## config.mk

```make
export PLATFORM = sky130hd
export DESIGN_NAME = riscv_core_dpath_vec_seq_alu
export DESIGN_NICKNAME = d
export VERILOG_FILES = /design/src/rtl/riscv_core_dpath_vec_seq_alu.sv
export SDC_FILE = /design/constraint.sdc
export NUM_CORES = 2
export LEC_CHECK = 0
export BUFFER_PORTS_ARGS = -buffer_cell sky130_fd_sc_hd__buf_2
export CORE_AREA = 3 3 426 428
export CTS_BUF_LIST = sky130_fd_sc_hd__clkbuf_16
export DETAILED_ROUTE_END_ITERATION = 7
export DIE_AREA = 0 0 429 431
export GPL_ROUTABILITY_DRIVEN = 1
export PLACE_DENSITY_LB_ADDON = 0.2
export SKIP_CTS_REPAIR_TIMING = 1
export SLEW_MARGIN = 30
export SYNTH_ARGS = -nofsm -noshare
export SYNTH_HDL_FRONTEND = slang
export SYNTH_SLANG_ARGS = --single-unit
```

## constraint.sdc

```tcl
create_clock -name clk -period 61.7 [get_ports clk]
set_input_delay 3.085 -clock clk [delete_from_list [all_inputs] [get_ports clk]]
set_output_delay 3.085 -clock clk [all_outputs]
set_load 0.005 [all_outputs]
```

## src/rtl/riscv_core_dpath_vec_seq_alu.sv

```systemverilog
// Element-serial vector ALU: processes one 32-bit element per cycle under vl/mask
// control, then issues a single registered write toward the vector regfile.
module riscv_core_dpath_vec_seq_alu #(
    parameter int NELEM = 8,
    parameter int EW    = 32
) (
    input  logic                  clk,
    input  logic                  reset,
    input  logic                  req_val,
    output logic                  req_rdy,
    input  logic [2:0]            req_op,
    input  logic                  req_vs,
    input  logic [4:0]            req_waddr,
    input  logic [3:0]            req_vl,
    input  logic                  req_masken,
    input  logic [NELEM-1:0]      req_mask,
    input  logic [NELEM*EW-1:0]   req_a,
    input  logic [NELEM*EW-1:0]   req_b,
    input  logic [EW-1:0]         req_s,
    input  logic [NELEM*EW-1:0]   req_old,
    output logic                  busy,
    output logic                  wen_p,
    output logic [4:0]            waddr_p,
    output logic [NELEM*EW-1:0]   wvec_p
);

    localparam int IW = $clog2(NELEM);
    localparam int SW = $clog2(EW);

    typedef enum logic [1:0] {IDLE, EXEC, WB} state_t;
    typedef enum logic [2:0] {
        OP_ADD, OP_SUB, OP_AND, OP_OR, OP_XOR, OP_SLL, OP_SRL, OP_SRA
    } op_t;
    typedef logic [NELEM-1:0][EW-1:0] vec_t;

    state_t           state_q, state_d;
    logic [IW-1:0]    idx_q, idx_d;
    logic [3:0]       vlc_q, vlc_d;
    vec_t             result_q, result_d;

    op_t              op_q;
    logic             vs_q, masken_q;
    logic [4:0]       waddr_q;
    logic [NELEM-1:0] mask_q;
    vec_t             a_q, b_q;
    logic [EW-1:0]    s_q;

    logic             wen_q;
    logic [4:0]       wbaddr_q;
    vec_t             wbvec_q;

    logic             accept;
    logic [3:0]       vlClamp;
    logic [EW-1:0]    opA, opB, aluRes;

    assign req_rdy = (state_q == IDLE) || (state_q == WB);
    assign busy    = (state_q != IDLE);
    assign accept  = req_val && req_rdy;
    assign vlClamp = (req_vl > 4'(NELEM)) ? 4'(NELEM) : req_vl;

    assign wen_p   = wen_q;
    assign waddr_p = wbaddr_q;
    assign wvec_p  = wbvec_q;

    always_comb begin
        opA    = a_q[idx_q];
        opB    = vs_q ? s_q : b_q[idx_q];
        aluRes = '0;
        case (op_q)
            OP_ADD:  aluRes = opA + opB;
            OP_SUB:  aluRes = opA - opB;
            OP_AND:  aluRes = opA & opB;
            OP_OR:   aluRes = opA | opB;
            OP_XOR:  aluRes = opA ^ opB;
            OP_SLL:  aluRes = opA << opB[SW-1:0];
            OP_SRL:  aluRes = opA >> opB[SW-1:0];
            OP_SRA:  aluRes = $signed(opA) >>> opB[SW-1:0];
            default: aluRes = '0;
        endcase
    end

    // A new request may land in WB, so the accept path overrides the per-state update.
    always_comb begin
        state_d  = state_q;
        idx_d    = idx_q;
        vlc_d    = vlc_q;
        result_d = result_q;
        case (state_q)
            EXEC: begin
                if (!masken_q || mask_q[idx_q]) begin
                    result_d[idx_q] = aluRes;
                end
                idx_d = idx_q + 1'b1;
                if ({1'b0, idx_q} == vlc_q - 4'd1) begin
                    state_d = WB;
                end
            end
            WB:      state_d = IDLE;
            default: state_d = state_q;
        endcase
        if (accept) begin
            vlc_d    = vlClamp;
            idx_d    = '0;
            result_d = req_old;
            state_d  = (vlClamp != 4'd0) ? EXEC : WB;
        end
    end

    always_ff @(posedge clk or posedge reset) begin
        if (reset) begin
            state_q  <= IDLE;
            idx_q    <= '0;
            vlc_q    <= '0;
            result_q <= '0;
        end else begin
            state_q  <= state_d;
            idx_q    <= idx_d;
            vlc_q    <= vlc_d;
            result_q <= result_d;
        end
    end

    always_ff @(posedge clk or posedge reset) begin
        if (reset) begin
            op_q     <= OP_ADD;
            vs_q     <= 1'b0;
            masken_q <= 1'b0;
            waddr_q  <= '0;
            mask_q   <= '0;
            a_q      <= '0;
            b_q      <= '0;
            s_q      <= '0;
        end else if (accept) begin
            op_q     <= op_t'(req_op);
            vs_q     <= req_vs;
            masken_q <= req_masken;
            waddr_q  <= req_waddr;
            mask_q   <= req_mask;
            a_q      <= req_a;
            b_q      <= req_b;
            s_q      <= req_s;
        end
    end

    // Write port is loaded on entry to WB so wen_p is high exactly while in WB.
    always_ff @(posedge clk or posedge reset) begin
        if (reset) begin
            wen_q    <= 1'b0;
            wbaddr_q <= '0;
            wbvec_q  <= '0;
        end else begin
            wen_q <= (state_d == WB);
            if (state_d == WB) begin
                wbaddr_q <= accept ? req_waddr : waddr_q;
                wbvec_q  <= result_d;
            end
        end
    end

endmodule

```

==> impl_metrics.ini <==
[run_status]
status = completed

[clocking]
insertion_delay_ns = 0.82
clk_path_buf_depth = 3
cts_buffers = 130
cts-htree-levels = 4
cts.sinks = 1089
root_buffer = clkbuf_16
cts.clk_slew.worst_paths_ns = 0.06
cts_tree = done

[global_routing]
gr-total-overflow = 0
grt_start_max_net_pins = 209
grt_usage_pct = 27.2
antenna_found_initial = 141
grt_pass1_vias = 50300
grt_pass1_wl_um = 369000

[drt]
wl_per_cell_um = 27.1
num_vias = 51000
first_iter_violations = 4505
totalWireLength_um = 259000
drt_drc_violations_left = 0
drt-pass1-iter-count = 6
vias_per_cell = 5.34
antenna_left = 0

[placement]
port_buffers = 1088
place_ws_ns = 52.44
dpl.hpwl_um = 191000
place.gp.congestion = 0.943

[synth]
synthArstFlopShare_pct = 100
synth_area_leaders = dfrtp_1, nand2_1, mux4_2, o21ai_0, mux2i_1
synth_cell_types = 88
synth_seq_cells = 1089
synth_top_area_cell = dfrtp_1
synth_fp_nets = 7030
syn_inst = 6102
yosysSeqAreaShare_pct = 48.9
netlist_area_um2 = 55700
avgSynthCellArea_um2 = 9.12
ys.flop_type = dfrtp_1
ys_warn_count = 0
synth-edff-count = 0
netlist.area_leader.share_pct = 48.9

[floorplan]
die_w_um = 429
rows = 155
ios = 1089
start_util_pct = 31.2
core_um2 = 178000
die_area_um2 = 185000
die_h_um = 431

[setup_path]
end_kind = register
worstPathArrival_ns = 9.68
worst_r2r_endpoint = result_q[252]
r2r_slack_ns = 52.69
worstReg2RegStart = idx_q[0]
cp.required_ns = 62.37
critPathSlowestCell = dfrtp_2
cp_cell_sequence = buf_4 > mux2_2 > a221oi_1 > a22o_2 > clkinv_1 > buf_4 > nor2_1 > nand2_1 > nor3_1 > a21oi_1 > xnor2_1 > ha_1 > nand2_1 > o21ai_0 > a211oi_1 > nor3_1 > a211oi_1 > o21ai_0 > a211oi_1 > xor2_1 > o211ai_1 > clkbuf_4 > mux2i_1 > o21ai_0
reg2reg_depth = 24
start_kind = register
crit_family = compound AO/OA/AOI/OAI gates
timing.critical_path.buf_inv = 4
startpoint = idx_q[0]
path_class = register to register
path_max_fanout = 24
slowest_delay_ns = 0.81

[worst_hold_path]
hold_path.class = register to register
min_from = b_q[251]
whs_endpoint = b_q[251]
hold_depth = 2

[final_layout]
fin_nets = 7945
n_fill_cell = 18300
layout_common_cells = nand2_1, buf_2, dfrtp_1
drive_above_1_share_pct = 23.8
syn_to_final_growth_pct = 21.8
final_common_cell = nand2_1

[timing]
period_share_pct = 14.6
worstMarginPinSlew_ns = 1.23
whs_ns = 0.466
fmax_mhz = 111
final-setup-viol-count = 0
relSlewSlack_pct = 17.9
timing.final.crit_period_ns = 9.01
setup_slack_ns = 52.69
clock_skew_ns = 0.0567
finalSetupTns_ns = 0
hold_viol = 0
rsz0062_at_grt = no
maxSlewViolCount = 0

[job]
cap_violations = 0
per-layer routing:
metal	global-route usage, %	wire, um
met1	34.8	107000
met3	5.64	16700
met5	0	420
met2	44.2	122000
met4	12.8	12700
final cells by class:
| type | instances | area, um^2 | area share (%) |
|---|---|---|---|
| clock inverters | 105 | 850 | 1.25 |
| multi-input cells | 4498 | 26500 | 39.0 |
| well taps | 2355 | 2950 | 4.34 |
| repair buffers | 1207 | 6500 | 9.59 |
| inverters | 91 | 362 | 0.533 |
| flip-flops and latches | 1089 | 27300 | 40.2 |
| diodes | 76 | 190 | 0.280 |
| clock buffers | 130 | 3250 | 4.80 |
kinds of logic (layout without fill, tap and decap cells):
family | count (synthesis) | in the layout | share of synthesized area, %
flip-flops | 1089 | 1089 | 48.9
AND/OR/NAND/NOR | 2636 | 2636 | 18.5
other | 0 | 76 | 0
multiplexers | 408 | 408 | 10.2
adder cells (fa/ha/maj) | 103 | 103 | 2.33
buffers and inverters | 515 | 1533 | 3.89
XOR/XNOR | 62 | 62 | 0.975
AO/OA/AOI/OAI | 1289 | 1289 | 15.2
worst max path at each step:
| stage | to | slack [ns] | depth (start not counted) |
|---|---|---|---|
| 6_report | result_q[252] | 52.69 | 24 |
| 2_1_floorplan | a_q[0] | 27.96 | 1 |
| 4_1_cts | result_q[252] | 52.38 | 23 |
| 3_5_place_dp | result_q[252] | 52.44 | 23 |
| 5_1_grt | wvec_p[94] | 51.99 | 23 |
| 3_3_place_gp | wvec_p[158] | 52.46 | 23 |
tightest hold or removal path, delay by kind of cell (launching register included):
| family | cells | cell delay, ns |
|---|---|---|
| flip-flops | 1 | 0.33 |
| AND/OR/NAND/NOR | 2 | 0.10 |
cells in the mapped netlist (all sizes together), types with 97 or more instances:
| library cell | n |
|---|---|
| a21oi | 181 |
| buf | 116 |
| clkbuf | 308 |
| dfrtp | 1089 |
| ha | 102 |
| mux2 | 112 |
| mux2i | 188 |
| mux4 | 108 |
| nand2 | 2147 |
| nor2 | 320 |
| o21ai | 466 |
| o31ai | 97 |
flip-flops by register name, indices dropped and copies added (netlist names):
register and count:
wen_p 1, mask_q 8, state_q 2, vlc_q 4
waddr_q 5, a_q 256, idx_q 3, b_q 256
op_q 3, s_q 32, wvec_p 256, result_q 256
masken_q 1, waddr_p 5, vs_q 1
per-stage QoR:
stage          std cells  utilization, %  area, um^2
4_1_cts             9471            37.9       67500
6_report            9551            38.1       67800
2_1_floorplan       6102               -       55700
3_3_place_gp        9232            35.5       63300
5_1_grt             9517            38.0       67700
3_5_place_dp        9236            35.6       63400
Power is left out: the tool's default activity adds up to more than one toggle a clock period on the data nets, which glitch-free logic cannot reach.
